## src/rtl/mem_io_ctrl.sv

```systemverilog
// mem_io_ctrl: memory/IO controller behind the CPU controller FSM.
// Drives a 256-word synchronous RAM and provides memory-mapped LED and
// switch registers. Load/fetch results come back through a fixed
// two-stage read pipeline, so read_data is stable one cycle after S1.
module mem_io_ctrl #(
  parameter int                unsigned ADDR_W   = 9,
  parameter int                unsigned DATA_W   = 16,
  parameter logic [ADDR_W-1:0]          LED_ADDR = 9'h100,
  parameter logic [ADDR_W-1:0]          SW_ADDR  = 9'h140
) (
  input  logic              clk,
  input  logic              rst,
  input  logic [1:0]        mem_cmd,
  input  logic [ADDR_W-1:0] mem_addr,
  input  logic [DATA_W-1:0] write_data,
  output logic [DATA_W-1:0] read_data,
  output logic              rd_valid,
  output logic [7:0]        ram_addr,
  output logic              ram_we,
  output logic [DATA_W-1:0] ram_wdata,
  input  logic [DATA_W-1:0] ram_rdata,
  input  logic [9:0]        sw,
  output logic [7:0]        led,
  output logic              err
);

  typedef enum logic [1:0] {
    REG_RAM  = 2'd0,
    REG_LED  = 2'd1,
    REG_SW   = 2'd2,
    REG_NONE = 2'd3
  } region_t;

  logic       is_rd, is_wr, is_ill;
  logic       is_ram, is_led, is_sw;
  logic       led_wr;
  logic       err_set;
  logic [7:0] led_next;
  region_t    region;

  // Read pipeline S1 registers and the switch synchronizer
  logic       v1;
  region_t    reg1;
  logic [7:0] led1;
  logic [9:0] sw1;
  logic [9:0] sw_meta, sw_sync;

  // Command and address decode
  always_comb begin
    is_rd  = (mem_cmd == 2'b01);
    is_wr  = (mem_cmd == 2'b10);
    is_ill = (mem_cmd == 2'b11);
    is_ram = ~mem_addr[ADDR_W-1];
    is_led = (mem_addr == LED_ADDR);
    is_sw  = (mem_addr == SW_ADDR);
    if (is_ram)      region = REG_RAM;
    else if (is_led) region = REG_LED;
    else if (is_sw)  region = REG_SW;
    else             region = REG_NONE;
    led_wr   = is_wr & is_led;
    // S1 LED capture sees a same-cycle LED write through this forward
    led_next = led_wr ? write_data[7:0] : led;
    err_set  = is_ill
             | ((is_rd | is_wr) & (region == REG_NONE))
             | (is_wr & is_sw);
  end

  assign ram_addr  = mem_addr[7:0];
  assign ram_we    = is_wr & is_ram;
  assign ram_wdata = write_data;

  // LED register, sticky error, switch sync and the two read stages
  always_ff @(posedge clk) begin
    if (!rst) begin
      read_data <= '0;
      rd_valid  <= 1'b0;
      led       <= '0;
      err       <= 1'b0;
      v1        <= 1'b0;
      reg1      <= REG_RAM;
      led1      <= '0;
      sw1       <= '0;
      sw_meta   <= '0;
      sw_sync   <= '0;
    end else begin
      sw_meta <= sw;
      sw_sync <= sw_meta;
      led     <= led_next;
      if (err_set) err <= 1'b1;

      v1   <= is_rd;
      reg1 <= region;
      led1 <= led_next;
      sw1  <= sw_sync;

      rd_valid <= v1;
      if (v1) begin
        case (reg1)
          REG_RAM: read_data <= ram_rdata;
          REG_SW:  read_data <= DATA_W'(sw1);
          REG_LED: read_data <= DATA_W'(led1);
          default: read_data <= '0;
        endcase
      end
    end
  end

endmodule

```

## config.mk

```make
export PLATFORM = sky130hd
export DESIGN_NAME = mem_io_ctrl
export DESIGN_NICKNAME = d
export VERILOG_FILES = /design/src/rtl/mem_io_ctrl.sv
export SDC_FILE = /design/constraint.sdc
export NUM_CORES = 1
export LEC_CHECK = 0
export CAP_MARGIN = 15
export CORE_MARGIN = 4
export CORE_UTILIZATION = 37
export DETAILED_ROUTE_END_ITERATION = 6
export PLACE_DENSITY = 0.77
export SETUP_SLACK_MARGIN = 0.15
export SLEW_MARGIN = 10
export SYNTH_ARGS = -nofsm -noshare
export SYNTH_HDL_FRONTEND = slang
export SYNTH_SLANG_ARGS = --single-unit
```

## constraint.sdc

```tcl
create_clock -name clk -period 1.8 [get_ports clk]
set_input_delay 0.36 -clock clk [delete_from_list [all_inputs] [get_ports clk]]
set_output_delay 0.36 -clock clk [all_outputs]
set_load 0.1 [all_outputs]
```

==> metrics.log <==
INFO  metric avgRoutedWirePerCell = 12.2 um
INFO  metric cts_htree_levels = 3
INFO  metric pwr-share-clk = 0.350
INFO  metric r2r_cells = 3
INFO  metric timing.final.hold_violations = 0
INFO  metric floorplan.initialDensity = 0.388
INFO  metric clock_path_buffers = 2
INFO  metric layout_setup_ws = 0.209 ns
INFO  metric grt_max_degree = 37
INFO  metric routed_wirelength = 4920 um
INFO  metric path_class = in2reg
INFO  metric mappedNetlistArea = 2340 sq um
INFO  metric run_status = finished clean
INFO  metric ys_ff_latch = 59
INFO  metric critical_path.reg2reg.startpoint = reg1[1]
INFO  metric cts.sinks = 59
INFO  metric fmax = 0.629 GHz
INFO  metric floorplan_row_count = 28
INFO  metric critical_path.max_stage_delay = 0.43 ns
INFO  metric worst_hold_path.endpoint = sw1[4]
INFO  metric floorplan.die.height = 87.5 um
INFO  metric timing.critical_path.from_type = input pin
INFO  metric insertedDiodeCount = 0
INFO  metric grt_util_met1 = 0.155
INFO  metric clk_root_buffer_cell = clkbuf_8
INFO  metric grt_pass1_vias = 1665
INFO  metric path_delay_family = simple AND/OR/NAND/NOR gates
INFO  metric data_arrival_critical_path = 1.84 ns
INFO  metric tritoncts.num_buffers = 9
INFO  metric final_core_utilization = 0.645
INFO  metric flow.area_growth_from_synthesis = 65.9%
INFO  metric synth_nets = 302
INFO  metric leakage = 1.59 nW
INFO  metric internal-power = 2.30 mW
INFO  metric drive_above_1_share = 0.274
INFO  metric postPlaceCellArea = 3650 sq um
INFO  metric detailed_place_hpwl = 3810 um
INFO  metric grt_first_pass_wirelength = 7780 um
INFO  metric critical_path.n_buffers_inverters = 2
INFO  metric final_nets = 381
INFO  metric dr.pass1.iters = 4
INFO  metric total_non_filler_cell_area_in_the_finished_layout = 3880 sq um
INFO  metric yosys.area.top_type = dfxtp_1
INFO  metric worst_hold_path_type = reg2reg
INFO  metric first_iter_violations = 30
INFO  metric number_of_library_cell_types_mapped_by_synthesis = 25
INFO  metric critPathRequiredTime = 2.04 ns
INFO  metric synth.yosys.seq_area_share = 0.505
INFO  metric crit_slowest_cell = clkdlybuf4s50_1
INFO  metric post_synth_top_flop = dfxtp_1
INFO  metric clkLatencyLatePin = 0.32 ns
INFO  metric synth.cells.most_frequent = 59 x dfxtp_1, 34 x and2_1, 27 x nand2_1
INFO  metric netlist_instances = 244
INFO  metric globalRouteOverflowTotal = 0
INFO  metric netSwitchingFraction = 0.274
INFO  metric crit_chain = clkdlybuf4s50_1, or3_4, nor4_4, buf_12, mux2i_1
INFO  metric crit_path_max_fanout = 8
INFO  metric timing.final.max_slew_violations = 0
INFO  metric cp_num_cells = 5
INFO  metric die-area = 7660 sq um
INFO  metric holdPathStages = 1
INFO  metric synth_area_per_cell = 9.59 sq um
INFO  metric globalRoute.busiestLayer = met2
INFO  metric worstMarginPinSlew = 0.624 ns
INFO  metric power.sequential.fraction = 0.437
INFO  metric synth-async-reset-ratio = 0
INFO  metric grt_util_met2 = 0.216
INFO  metric die_width = 87.5 um
INFO  metric place.gp.congestion = 0.680
INFO  metric most_frequently_used_cell_type_in_the_post_synthesis_netlist = dfxtp_1
INFO  metric r2r_slack = 0.41 ns
INFO  metric final_setup_violation_count = 0
INFO  metric power.density = 814 nW/um^2
INFO  metric count_of_flip_flops_with_a_built_in_enable_after_synthesis = 0
INFO  metric via_per_inst = 4.44
INFO  metric finalCriticalPeriod = 1.59 ns
INFO  metric power.net_switching = 0.865 mW
INFO  metric clock-skew-final = 0.00519 ns
INFO  metric drcViolationCount = 0
INFO  metric timing.slew.headroom = 0.583
INFO  metric io_buffer_count = 89
INFO  metric synth_area_leaders = dfxtp_1 50%, and2_1 9.1%, mux2i_1 7.7%
INFO  metric clkTransAtPathRegs = 0.06 ns
INFO  metric synth-warning-count = 0
INFO  metric combPwrFrac = 0.213
INFO  metric postRouteAntennaNets = 0
INFO  metric boundaryPins = 106
INFO  metric drv_cap = 0
INFO  metric capture_point_of_the_worst_reg_to_reg_path = read_data[4]
INFO  metric fin_crit_sh = 0.884
INFO  metric grt_setup_unrepaired = yes
INFO  metric met3_usage = 0.0395
INFO  metric number_of_antenna_violations_at_the_first_check_in_global_routing = 0
INFO  metric critPathCaptureType = register
INFO  metric preCtsSetupSlack = -0.334 ns
INFO  metric grt_usage = 0.131
INFO  metric worst_ir_drop_on_vdd = 0.000470 V
INFO  metric min_delay_src = sw_sync[4]
INFO  metric post-synth-top-area-fraction = 0.505
INFO  metric core_region_area = 6030 sq um
INFO  metric dr_total_vias = 1789
INFO  metric cts_tree = yes
per-stage QoR:
step	std cells	total power [mW]	hold slack (ns)	setup TNS (ns)
global route	403	3.30	0.447	0
CTS	402	3.20	0.432	0
global placement	385	2.08	0.418	-2.60
floorplan	244	1.88	0.412	-0.454
detailed placement	385	2.09	0.418	-2.88
finish	403	3.16	0.430	0
power by group through the flow:
| stage | clock, mW | sequential (mW) | combinational (mW) |
|---|---|---|---|
| 2_1_floorplan | 0 | 1.51 | 0.371 |
| 3_3_place_gp | 0 | 1.41 | 0.668 |
| 3_5_place_dp | 0 | 1.41 | 0.675 |
| 4_1_cts | 1.14 | 1.38 | 0.677 |
| 5_1_grt | 1.21 | 1.39 | 0.704 |
| 6_report | 1.11 | 1.38 | 0.673 |
repair_timing:
action / CTS / global route
setup endpoints to repair: 10 / 11
gates cloned: 0 / 0
resized for setup: 6 / 7
setup buffers: 1 / 1
pin swaps: 3 / 3
hold buffers: 0 / 0
cell families after synthesis:
group           synth area share
compound gates            0.0732
flops                      0.505
simple gates               0.221
mux                       0.0770
fa+ha+maj                 0.0160
buf+inv                    0.108
how the worst max path moves through the flow:
stage                      from  slack [ns]      end
floorplan           mem_addr[2]       -0.06  led1[0]
global placement    mem_addr[2]       -0.29  led1[2]
detailed placement  mem_addr[2]       -0.33  led1[0]
CTS                 mem_addr[5]        0.15  led1[0]
global route        mem_addr[3]        0.15  led1[3]
finish              mem_addr[3]        0.21  led1[3]
final cells by class:
cell class / count / area [sq um]
sequential: 59 / 1180
timing repair buffer: 107 / 1480
multi-input combinational: 142 / 925
clock inverter: 1 / 5.00
fill: 495 / 2140
inverter: 4 / 15.0
tap: 75 / 93.8
clock buffer: 15 / 186
state kept, by name, summed over array words and instances (netlist names):
register and count:
sw_sync 10, sw_meta 10, rd_valid 1, err 1
sw1 10, v1 1, led1 8, reg1 2
read_data 16
worst register-to-register path: cells and delay by family, from the launching register on:
family           cells  cell delay (ns)
flip-flops           1             0.50
AND/OR/NAND/NOR      2             0.65
AO/OA/AOI/OAI        1             0.17
cell usage in the layout, fill, tap and decap left out, types with 5 or more instances in the layout:
| cell type | n |
|---|---|
| dfxtp_1 | 59 |
| a21boi_0 | 6 |
| mux2i_1 | 18 |
| buf_12 | 44 |
| clkdlybuf4s50_1 | 37 |
| nand2_1 | 27 |
| clkbuf_8 | 13 |
| dlymetal6s2s_1 | 5 |
| or2_2 | 8 |
| and2_1 | 34 |
| a31oi_1 | 8 |
| buf_4 | 16 |
| o21ai_0 | 8 |
| nand2b_1 | 8 |
| nand3_1 | 7 |
per-layer routing:
| layer | share of wire | up-vias |
|---|---|---|
| li1 | - | 927 |
| met1 | 0.42 | 794 |
| met4 | 0.0091 | 0 |
| met3 | 0.078 | 6 |
| met5 | 0 | - |
| met2 | 0.50 | 62 |
No activity file was read; power rests on OpenSTA's default activity.
